## config.mk

```make
export PLATFORM = sky130hd
export DESIGN_NAME = fetch_queue
export DESIGN_NICKNAME = d
export VERILOG_FILES = /design/src/rtl/riscvx_fetch_pkg.sv /design/src/rtl/fetch_fifo.sv /design/src/rtl/fetch_queue.sv
export SDC_FILE = /design/constraint.sdc
export NUM_CORES = 1
export LEC_CHECK = 0
export ABC_AREA = 1
export BUFFER_PORTS_ARGS = -buffer_cell sky130_fd_sc_hd__buf_4
export CORE_UTILIZATION = 30
export CTS_CLUSTER_SIZE = 24
export DETAILED_ROUTE_END_ITERATION = 8
export GPL_TIMING_DRIVEN = 0
export PLACE_DENSITY = 0.42
export SLEW_MARGIN = 20
export SYNTH_ARGS = -nofsm -noshare
export SYNTH_HDL_FRONTEND = slang
export SYNTH_SLANG_ARGS = --single-unit
export TNS_END_PERCENT = 10
```

## constraint.sdc

```tcl
create_clock -name clk -period 12.7 [get_ports clk]
set_clock_uncertainty 0.05 [all_clocks]
set_input_delay 2.54 -clock clk [delete_from_list [all_inputs] [get_ports clk]]
set_output_delay 2.54 -clock clk [all_outputs]
set_load 0.01 [all_outputs]
```

## src/rtl/riscvx_fetch_pkg.sv

```systemverilog
// Shared types and constants for the instruction-fetch queue.
package riscvx_fetch_pkg;

    localparam int          FETCH_DEPTH = 4;
    localparam logic [31:0] NOP_INSTR   = 32'h0000_0013;

    typedef struct packed {
        logic [31:0] pc;
        logic [31:0] instr;
    } fetch_entry_t;

endpackage

```

## src/rtl/fetch_fifo.sv

```systemverilog
// Synchronous FIFO with clear; head word is read straight from storage so a
// pushed entry is visible the cycle after the push.
module fetch_fifo
    import riscvx_fetch_pkg::*;
#(
    parameter int WIDTH = 64,
    parameter int DEPTH = FETCH_DEPTH
) (
    input  logic                         clk,
    input  logic                         reset_n,
    input  logic                         push,
    input  logic [WIDTH-1:0]             push_data,
    input  logic                         pop,
    input  logic                         clear,
    output logic [WIDTH-1:0]             head_data,
    output logic                         full,
    output logic                         empty,
    output logic [$clog2(DEPTH+1)-1:0]   count
);
    localparam int PW = $clog2(DEPTH);
    localparam int CW = $clog2(DEPTH + 1);

    logic [WIDTH-1:0] r_mem [DEPTH];
    logic [PW:0]      r_wr_ptr;
    logic [PW:0]      r_rd_ptr;

    // Extra pointer MSB distinguishes full from empty when the indices match.
    assign count     = CW'(r_wr_ptr - r_rd_ptr);
    assign empty     = (r_wr_ptr == r_rd_ptr);
    assign full      = (count == CW'(DEPTH));
    assign head_data = r_mem[r_rd_ptr[PW-1:0]];

    always_ff @(posedge clk or negedge reset_n) begin
        if (!reset_n) begin
            r_wr_ptr <= '0;
            r_rd_ptr <= '0;
        end else if (clear) begin
            r_wr_ptr <= '0;
            r_rd_ptr <= '0;
        end else begin
            if (push) r_wr_ptr <= r_wr_ptr + 1'b1;
            if (pop)  r_rd_ptr <= r_rd_ptr + 1'b1;
        end
    end

    always_ff @(posedge clk) begin
        if (push && !clear) r_mem[r_wr_ptr[PW-1:0]] <= push_data;
    end

endmodule

```

## src/rtl/fetch_queue.sv

```systemverilog
// Fetch stage: credit-limited imem requests, PC-tagged instruction queue and
// flush-time discard of wrong-path responses. FETCH_PERF_EN adds perf counters.
module fetch_queue
    import riscvx_fetch_pkg::*;
#(
    parameter int DEPTH   = FETCH_DEPTH,
    parameter int ADDR_W  = 32,
    parameter int INSTR_W = 32
) (
    input  logic               clk,
    input  logic               reset_n,
    input  logic [ADDR_W-1:0]  fetch_pc,
    input  logic               j_br,
    output logic               pc_hold,
    output logic               imem_req_valid,
    output logic [ADDR_W-1:0]  imem_req_addr,
    input  logic               imem_req_ready,
    input  logic               imem_rsp_valid,
    input  logic [INSTR_W-1:0] imem_rsp_data,
    output logic               if_valid,
    output logic [ADDR_W-1:0]  if_pc,
    output logic [INSTR_W-1:0] if_instr,
    input  logic               id_ready
`ifdef FETCH_PERF_EN
    ,
    output logic [31:0]        perf_fetched,
    output logic [31:0]        perf_dropped,
    output logic [31:0]        perf_starve
`endif
);
    localparam int CW = $clog2(DEPTH + 1);
    localparam int EW = ADDR_W + INSTR_W;

    logic [CW-1:0]     w_outst;
    logic [CW-1:0]     w_occ;
    logic [CW-1:0]     r_drop_cnt;
    logic [CW:0]       w_sum;
    logic              w_pend_full;
    logic              w_pend_empty;
    logic              w_q_full;
    logic              w_q_empty;
    logic              w_req_fire;
    logic              w_rsp_drop;
    logic              w_q_push;
    logic              w_q_pop;
    logic [ADDR_W-1:0] w_pend_pc;
    logic [EW-1:0]     w_head;

    // Never issue more than the queue can absorb, so responses need no back-pressure.
    assign w_sum          = {1'b0, w_outst} + {1'b0, w_occ};
    assign imem_req_valid = reset_n && (w_sum < (CW+1)'(DEPTH)) && !w_pend_full;
    assign imem_req_addr  = fetch_pc;
    assign w_req_fire     = imem_req_valid && imem_req_ready;
    assign pc_hold        = !w_req_fire;

    assign w_rsp_drop = j_br || (r_drop_cnt != '0);
    assign w_q_push   = imem_rsp_valid && !w_rsp_drop;
    assign w_q_pop    = if_valid && id_ready && !j_br;

    assign if_valid = !w_q_empty;
    assign if_pc    = if_valid ? w_head[EW-1 -: ADDR_W] : '0;
    assign if_instr = if_valid ? w_head[INSTR_W-1:0]    : '0;

    fetch_fifo #(.WIDTH(ADDR_W), .DEPTH(DEPTH)) u_pend_fifo (
        .clk       (clk),
        .reset_n   (reset_n),
        .push      (w_req_fire),
        .push_data (fetch_pc),
        .pop       (imem_rsp_valid),
        .clear     (1'b0),
        .head_data (w_pend_pc),
        .full      (w_pend_full),
        .empty     (w_pend_empty),
        .count     (w_outst)
    );

    fetch_fifo #(.WIDTH(EW), .DEPTH(DEPTH)) u_instr_fifo (
        .clk       (clk),
        .reset_n   (reset_n),
        .push      (w_q_push),
        .push_data ({w_pend_pc, imem_rsp_data}),
        .pop       (w_q_pop),
        .clear     (j_br),
        .head_data (w_head),
        .full      (w_q_full),
        .empty     (w_q_empty),
        .count     (w_occ)
    );

    // On flush every request already in flight is wrong-path; a response arriving
    // in the flush cycle itself is discarded directly, hence the minus one.
    always_ff @(posedge clk or negedge reset_n) begin
        if (!reset_n) begin
            r_drop_cnt <= '0;
        end else if (j_br) begin
            r_drop_cnt <= w_outst - {{(CW-1){1'b0}}, imem_rsp_valid};
        end else if (imem_rsp_valid && (r_drop_cnt != '0)) begin
            r_drop_cnt <= r_drop_cnt - 1'b1;
        end
    end

`ifdef FETCH_PERF_EN
    logic [31:0] r_perf_fetched;
    logic [31:0] r_perf_dropped;
    logic [31:0] r_perf_starve;

    always_ff @(posedge clk or negedge reset_n) begin
        if (!reset_n) begin
            r_perf_fetched <= '0;
            r_perf_dropped <= '0;
            r_perf_starve  <= '0;
        end else begin
            if (w_q_push)                     r_perf_fetched <= r_perf_fetched + 1'b1;
            if (imem_rsp_valid && w_rsp_drop) r_perf_dropped <= r_perf_dropped + 1'b1;
            if (!if_valid && id_ready)        r_perf_starve  <= r_perf_starve + 1'b1;
        end
    end

    assign perf_fetched = r_perf_fetched;
    assign perf_dropped = r_perf_dropped;
    assign perf_starve  = r_perf_starve;
`endif

`ifndef SYNTHESIS
    always @(posedge clk) begin
        if (reset_n) begin
            assert (!(imem_rsp_valid && w_pend_empty))
                else $error("imem response with no request outstanding");
            assert (w_sum <= (CW+1)'(DEPTH))
                else $error("occupancy plus outstanding exceeds depth");
            assert (!(w_q_full && w_q_push && !w_q_pop))
                else $error("push into full instruction queue");
        end
    end
`endif

endmodule

```

* Word-level counts from Yosys, hierarchy flattened *
Memories as Yosys holds them, arrays and structs flattened.
Index checks and enable logic that the tools add are counted.

word-level totals
  flip-flop bits (word level) = 15
  bits in writable memories = 384
  input bits = 70
  output and inout port bits = 99
  word-level logic and storage cells = 49
  memories = 2

operators by class
  add/subtract/negate cells = 9
  magnitude comparators = 1
  eq/ne operators = 2
  multiplexer cells = 12
  reductions and logical operators = 18

memory list
  memory              depth  bits a word  read ports  clocked after Yosys merged registers in  wr ports  line              source
  u_instr_fifo.r_mem  4      64           1           0                                        1         fetch_fifo.sv:23  logic [WIDTH-1:0] r_mem [DEPTH];
  u_pend_fifo.r_mem   4      32           1           0                                        1         fetch_fifo.sv:23

operators with widths
  operator             number
  $mux 32              2
  $mux 3               6
  $add 3x1->3 const B  4
  $logic_and 1x1->1    8
  $reduce_bool 2->1    3
  $sub 3x3->3          2
  $logic_not 1->1      5
  $add 3x3->4          1
  $lt 4x3->1 const B   1
  $mux 1               4
  $eq 3x3->1           1
  $eq 3x3->1 const B   1
  $reduce_bool 3->1    1
  $sub 3x1->3          1
  $sub 3x1->3 const B  1
  $logic_or 1x1->1     1

* Logic depth before layout (Yosys ltp) *
Gate-level depths: netlist of run 1.

  depth in word-level cells = 8
  mapped depth = 14
  depth with buffers taken out = 14

* Modules after synthesis *
From an unflattened synthesis of run 1, not the netlist that was laid out.

unflattened totals
  cell total of the unflattened synthesis = 1,459
  area total of the unflattened synthesis = 17,678.2 sq um

by module, submodules not included
  module                     times used  cells each  area an instance (sq um)  seq. area each (sq um)
  fetch_fifo (u_instr_fifo)  1           806         11,065.6                  7,837.5
  fetch_fifo (u_pend_fifo)   1           432         5,457.7                   3,993.8
  fetch_queue                1           221         1,154.9                   75.1

* Least setup slack after synthesis of run 1 *
OpenSTA, ideal clock, no wires.

  path type = input to register
  from = in imem_rsp_valid
  to = mem u_instr_fifo.r_mem[0][0] (enable)
  setup time = 0.486 ns
  arrival time = 5.718 ns
  data required time = 12.164 ns
  setup slack = 6.446 ns
  stages = 5
  path buffers = 1
  cells stage by stage = clkbuf_2 > nand3_1 > nor2_1 > inv_1 > nor2_1

on the way
  word-level cells in the longest chain between the ends = 4

ends and longest elaborated chain
  what                          line               source
  from (decl)                   fetch_queue.sv:18  input logic imem_rsp_valid,
  $logic_and 1x1->1             fetch_queue.sv:57  assign w_q_push = imem_rsp_valid && !w_rsp_drop;
  $logic_and 1x1->1             fetch_fifo.sv:47   if (push && !clear) r_mem[r_wr_ptr[PW-1:0]] <= push_data;
  $mux 1                        fetch_fifo.sv:47
  $mux 1 (implied by the code)  fetch_fifo.sv:47
  to (decl)                     fetch_fifo.sv:23

Every way passes these cells.

* Worst setup path in the final report of run 1 *
  from = in reset_n
  to = out pc_hold

on the way
  word-level cells in the longest chain between the ends = 4

ends and longest elaborated chain
  what                             line               source
  from (decl)                      fetch_queue.sv:11  input logic reset_n,
  $logic_and 1x1->1 (2 in series)  fetch_queue.sv:51  assign imem_req_valid = reset_n && (w_sum < (CW+1)'(DEPTH)) && !w_pend_full;
  $logic_and 1x1->1                fetch_queue.sv:53  assign w_req_fire = imem_req_valid && imem_req_ready;
  $logic_not 1->1                  fetch_queue.sv:54  assign pc_hold = !w_req_fire;
  to (decl)                        fetch_queue.sv:14  output logic pc_hold,

Every way passes these cells.

==> metrics list, run 1 <==
- The internal portion of the total power is between 3 and 4 mW.
- CTS tree: built
- Arrival time worst endpoint: ~3700 ps
- Hold Path Class: flop to flop
- The worst setup path is captured at an output pin.
- No sink is reached through more buffers than the 3 on the longest clock path.
- FF-to-FF setup slack: roughly 8600 ps
* Switching share of power: between 30% and 40%
* IO Pins: ~170
- In this run the mean area of a mapped cell was 12.8 um2.
* FF+latch area: 11,900 um2
- Cell repeated most along the worst path: buf_4
- Post-synthesis instance area: between 15,000 and 20,000 um2
- From bottom edge to top edge, the die measures between 200 and 250 um.
- Latest clock arrival within the worst-skew pair: approximately 570 ps
- Of all flip-flops after synthesis, the portion carrying an async set or reset was approximately 3.8%.
- The number of antenna violations at the first check in global routing came to 0.
- Post-CTS Repair Setup Buffers: 0
* Clock Power Share: between 20% and 30%
- Area growth from synthesis to layout: 25.1%
* Wire length of the first global-routing pass: around 62,000 um
- The floorplan has 84 rows.
* Count of yosys warnings during synthesis: 0
- The core region is ~53,000 um2.
- The run finished with clean final reports.
- Counting I/O delays and the setup requirement, the final critical path takes approximately 6300 ps.
- The detail route stage leaves a number of antenna-violating nets equal to 0.
- Nets@finish: between 1,500 and 2,000
- Inserted Diodes: 0
- Number of distinct library cells after synthesis: 30
- Headroom to the max-slew limit came out at 48.4%.
- Nets in the synthesized netlist: roughly 1,300
- Synth Flop Type: edfxtp_1
- Setup ws final: about 6400 ps
- Synthesis produced between 1,000 and 1,500 cells.
* Critical path fanouts, max: 16
- The first detailed-routing pass took 5 iterations.
- In the routed design, unresolved DRC markers number 0.
- Root cell of the clock tree: clkbuf_16
- Part of the power in combinational logic: 36.5%
- H-tree depth reported by CTS: 2
- Pin count of the biggest net entering global routing: 22
- The final layout contains routed wiring with a total length of 41,500 um.
- DPL Wire Length: about 27,000 um
- Setup repair after global routing left no endpoint under its margin.
- Setup violators final: 0
- The die covers 54,400 um2.
- Count of final max-slew check failures: 0
- For this design the total switching power over the nets is around 1.7 mW.
* Die X-Extent: ~230 um
- Yosys mapped a number of flops with a built-in enable equal to ~380.
- Least-Margin Pin Slew: 774 ps
- Pleak: 7.19 nW
- For this configuration, the core starts out at a cell density of between 30% and 40%.
- The number of global-route vias before repair came to just under 10,000.
* Max-cap viol count: 0
- Critical Path Source Type: input port
- The finished cells cover 20,000 um2.
- Timing analysis after detailed placement gives a worst setup slack of approximately 6300 ps.
* Count of vias placed by the detailed router: 9,925
- After synthesis, flip-flops and latches occupy approximately 74% of the total area.
- Worst path cell trace: buf_4, nand3b_1, nor2_1, nand3_2, buf_4
* Maximum single-stage delay on the critical path: around 310 ps
* Routability congestion estimate from global placement: 0.716
- The detailed router finished its first iteration with 541 violations.
* Required time at the endpoint of the critical path: about 10,000 ps
- The share of total power dissipated in sequential elements is between 30% and 40%.
* Final-layout setup total negative slack: 0 ps
* Port-buffer cells: approximately 170
- Total of flip-flops plus latches after synthesis: 399
- Number of hold buffers added after cts: 0
* Power density relative to cell area: approximately 230 nW/um2
- Dividing the detail-routed wire length by the instance count gives ~19 um.
* GRT Resource Usage Total: between 10% and 20%
- The slowest stage of the critical path is the nand3_2 cell.
* Type of the worst setup path: input port to output pin
* Final period util: between 40% and 50%
- Filler Cell Count: slightly above 5,000
- Timing would allow up to roughly 0.16 GHz.
- Gates resized during post-CTS repair numbered 0.
* Maximum ir drop on the vdd rail: 0.0908 mV
* Worst hold slack across all endpoints: roughly 480 ps
* Number of sinks handled by clock tree synthesis: about 400
- The top cell types in the final layout, fill and taps aside, are 384 x edfxtp_1, 332 x nor2_1, 215 x buf_4, 200 x o21ai_0, 65 x a21oi_1.
- Fraction of layout cells with a size suffix above 1: between 20% and 30%
- Total gr overflow: 0
* Mean number of vias per cell: 4.50
* Placed standard-cell area: 18,600 um2
* Num CTS Buffers: 45
- Most frequent standard cell in the layout excluding fill and tap cells: edfxtp_1
- Multi-input gate area in the final layout: between 3000 and 4000 um2
* CTS clock-pin slew for the worst setup and hold paths: 50 ps
- Number of hold violations in the final report: 0
## final cells by class
type	count	share of cell area, %
flip-flops and latches	399	59.4
multi-input cells	712	17.0
repair buffers	184	8.19
clock buffers	56	6.03
well taps	688	4.29
plain buffers	102	3.13
clock inverters	28	1.25
inverters	37	0.693
## synth_stat cells, drive strengths merged (2+ instances only)
cell type | count | share of area [%]
dfrtp | 15 | 2.3
fa | 2 | 0.25
ha | 19 | 1.5
nand2 | 32 | 0.77
nand4 | 3 | 0.12
xor2 | 5 | 0.27
inv | 37 | 0.87
edfxtp | 384 | 72
a21oi | 65 | 2.0
clkbuf | 32 | 0.83
buf | 70 | 3.1
nand3 | 7 | 0.25
o22ai | 32 | 1.2
o21ai | 202 | 6.3
nor2 | 340 | 8.0
## cells by family after synthesis
group,after synthesis,synth area share (%)
compound gates,301,9.68
xor+xnor,5,0.273
fa+ha+maj,21,1.73
buf+inv,139,4.79
simple gates,385,9.24
flops,399,74.3
## path summary, 6_finish.rpt
check / start / end / depth (start not counted)
max: reset_n / pc_hold / 5
min: u_pend_fifo.r_rd_ptr[2] / u_pend_fifo.r_rd_ptr[2] / 2
max reg2reg: u_pend_fifo.r_rd_ptr[1] / u_pend_fifo.r_mem[3][15] / 12
min reg2reg: u_pend_fifo.r_rd_ptr[2] / u_pend_fifo.r_rd_ptr[2] / 2
max in group asynchronous: reset_n / r_drop_cnt[2] / 1
min in group asynchronous: reset_n / r_drop_cnt[1] / 1
## worst max-delay path: cells and delay by family
family	cells	cell delay (ps)
simple gates	3	700
buf+inv	2	490
## state kept, by name, summed over array words and instances (netlist names)
signal	flops
u_instr_fifo.r_rd_ptr	3
u_pend_fifo.r_wr_ptr	3
u_instr_fifo.r_mem	256
u_instr_fifo.r_wr_ptr	3
r_drop_cnt	3
u_pend_fifo.r_rd_ptr	3
u_pend_fifo.r_mem	128
## per-layer routing
metal  up-vias  track usage (%)  wire, um
li1       4879                -         -
met1      4832             19.9     18700
met2       171             26.7     20700
met3        43             2.38      1340
met4         0             4.64       707
met5         -                0         0
## power groups by stage
stage	sequential (mW)	clock [mW]	combinational, mW
floorplan	1.70	0	0.953
global placement	1.72	0	1.72
detailed placement	1.71	0	1.77
CTS	1.68	1.33	1.77
global route	1.69	1.38	1.92
finish	1.68	1.30	1.71
## through the flow
step | util (%) | power, mW | cells
final | 38.1 | 4.69 | 2206
after global routing | 38.1 | 5.00 | 2206
after CTS | 38.1 | 4.79 | 2206
after detailed placement | 35.3 | 3.48 | 2122
after global placement | 34.5 | 3.44 | 2106
after floorplan | - | 2.65 | 1250
Note: power is estimated with default switching activity, not from simulation.
==> run 2: changes to the inputs <==
--- a/config.mk
+++ b/config.mk
@@ -11,7 +11,7 @@
 export CTS_CLUSTER_SIZE = 24
 export DETAILED_ROUTE_END_ITERATION = 8
 export GPL_TIMING_DRIVEN = 0
-export PLACE_DENSITY = 0.42
+export PLACE_DENSITY = 0.44
 export SLEW_MARGIN = 20
 export SYNTH_ARGS = -nofsm -noshare
 export SYNTH_HDL_FRONTEND = slang
==> constraint.sdc (replaced) <==
create_clock -name clk -period 5.3 [get_ports clk]
set_clock_uncertainty 0.05 [all_clocks]
set_input_delay 1.06 -clock clk [delete_from_list [all_inputs] [get_ports clk]]
set_output_delay 1.06 -clock clk [all_outputs]
set_load 0.01 [all_outputs]
==> metrics list, run 2 (synthesized netlist as in run 1, its figures left out) <==
* CTS clock-pin slew for the worst setup and hold paths: roughly 60 ps
* Latest clock arrival within the worst-skew pair: around 570 ps
- Entering global routing, the biggest net connects 24 pins.
* Design Power: 11.2 mW
* Core region area: between 50,000 and 60,000 um2
* Routed wire length per instance: approximately 19 um
- Final period util: 93.5%
* Max-cap viol count: 0
- Setup violators final: 0
- STA classifies the critical path endpoint as an output pin.
- The tree is rooted in a clkbuf_16.
- The worst-case IR drop observed on VDD is roughly 0.22 mV.
- Port-buffer cells: approximately 170
* Die X-Extent: ~230 um
- After filler insertion, the fill cell instance count of the layout stands at a little over 5,000.
- Pleak: ~7.2 nW
- Overall die area: approximately 54,000 um2
- Power density relative to cell area: roughly 560 nW/um2
* Mean number of vias per cell: around 4.5
- The register with the most flip-flops in the layout has around 260 of them.
- # DRC: 0
* Hold Path Class: input port to asynchronous set/reset pin
- CTS saw 399 sinks.
- Area growth from synthesis to layout: 25.1%
* Num CTS Buffers: 44
- Unrepaired setup endpoints after global routing: no
- In this run the tightest slew margin relative to its limit is 49.9%.
* Number of hold buffers added after cts: 0
- The library cell used most frequently in the layout, excluding fill and tap cells, is edfxtp_1.
* Die outline height: about 230 um
* Inserted Diodes: 0
- The signal on the critical path passes through inv_1, clkbuf_1, fa_1, nand3_1, nand2_1, ha_1, nor2_1, nand3b_1, nor2_1, nand3_2, buf_4.
- Once the floorplan was initialized, standard cells occupied a little under a third of the core.
- For the worst setup path, the data arrival time is between 3000 and 4000 ps.
- The total overflow left after global routing is 0.
- Based on the critical path, the design can be clocked at up to 0.202 GHz.
- At the end of the flow the core is filled with cells to 38.1%.
- Row count: 84
- Maximum single-stage delay on the critical path: approximately 540 ps
* Worst hold slack across all endpoints: ~310 ps
- Number of hold violations in the final report: 0
- DRT antenna net count: 0
- Post-CTS Repair Setup Buffers: 0
- The routed design could run at a clock period as short as approximately 5000 ps.
- In this run the count of I/O pins placed on the die edge is between 150 and 200.
- Nets@finish: between 1,500 and 2,000
- Detailed placement finished with a half-perimeter wire length of around 28,000 um.
- The pre-antenna-repair detailed-routing pass consisted of 4 iterations.
- Type of the worst setup path: flop to output pin
- Count of vias placed by the detailed router: roughly 10,000
- For the pin with the worst max-slew slack, the measured transition is 752 ps.
- For this run, the number of standard cells in the final layout without fillers is 2,203.
- The final count of pins violating max slew is 0.
* Launch point of the worst path: u_pend_fifo.r_rd_ptr[1]
* Routability congestion estimate from global placement: slightly above 0.7
- Commonest non-fill, non-tap cells in the layout: 384 x edfxtp_1, 332 x nor2_1, 215 x buf_4, 200 x o21ai_0, 65 x a21oi_1
* Critical path fanouts, max: 10
* Number of global-route vias before repair: approximately 9,900
- CTS tree: built
* Drt first-iter violations: between 600 and 700
- Wire length of the first global-routing pass: between 60,000 and 70,000 um
* Fraction of layout cells with a size suffix above 1: 21.4%
* H-tree depth reported by CTS: 2
- Wires add up to roughly 40,000 um.
* Critical Path Source Type: flop
- Slowest cell on crit path: fa_1
* CTS-repair resized insts: 0
- Cell repeated most along the worst path: nor2_1
- The worst register-to-register path begins at u_pend_fifo.r_rd_ptr[1].
* Run status: complete, no violations
- Initial antenna violation count: 0
* Required time at the endpoint of the critical path: about 4200 ps
- Global routing used between 15 and 20% of the available tracks across all layers.
- Cell Count Post-Placement: ~2,100
- In this run the deepest clock path goes through 3 buffers.
[run 2: final timing paths]
kind / slack, ps / endpoint / depth (start not counted)
worst max-delay path: 350 / pc_hold / 11
worst max register to register: 1080 / u_pend_fifo.r_mem[2][0] / 12
worst min-delay path: 310 / r_drop_cnt[0] / 1
min in group clk: 500 / u_pend_fifo.r_rd_ptr[2] / 2
max in group asynchronous: 4680 / u_instr_fifo.r_rd_ptr[2] / 1
worst min register to register: 500 / u_pend_fifo.r_rd_ptr[2] / 2
[run 2: power breakdown]
group          switching [mW]  internal (mW)
Sequential             0.0887           3.94
Clock                    1.23           1.80
Combinational            2.68           1.41
Total                    4.00           7.16
[run 2: final cells by class]
cell class | instances | area (um2) | share of cell area [%]
flip-flops and latches | 399 | 11900 | 59.4
multi-input cells | 712 | 3410 | 17.0
repair buffers | 185 | 1690 | 8.44
clock buffers | 60 | 1180 | 5.90
well taps | 688 | 861 | 4.29
plain buffers | 102 | 628 | 3.13
clock inverters | 20 | 225 | 1.12
inverters | 37 | 139 | 0.693
[run 2: critical path: cells and delay by family, from the launching register on]
kind | cells | cell delay (ps)
buffers and inverters | 3 | 840
adder cells (fa/ha/maj) | 2 | 840
AND/OR/NAND/NOR | 6 | 1060
flip-flops | 1 | 510
[run 2: metal layers]
layer	up-vias	global-route usage, %	routed length (um)
met5	-	0	0
met4	0	5.25	975
met2	185	26.0	20400
met1	4860	19.7	18400
met3	61	2.01	1430
li1	4886	-	-
[run 2: stage by stage]
step / TNS [ps] / setup WS, ps / cell area (um2)
finish: 0 / 346 / 20000
global route: 0 / 57.9 / 20000
CTS: 0 / 252 / 20000
detailed placement: 0 / 864 / 18600
global placement: -521480 / -2130 / 18100
floorplan: 0 / 526 / 16000
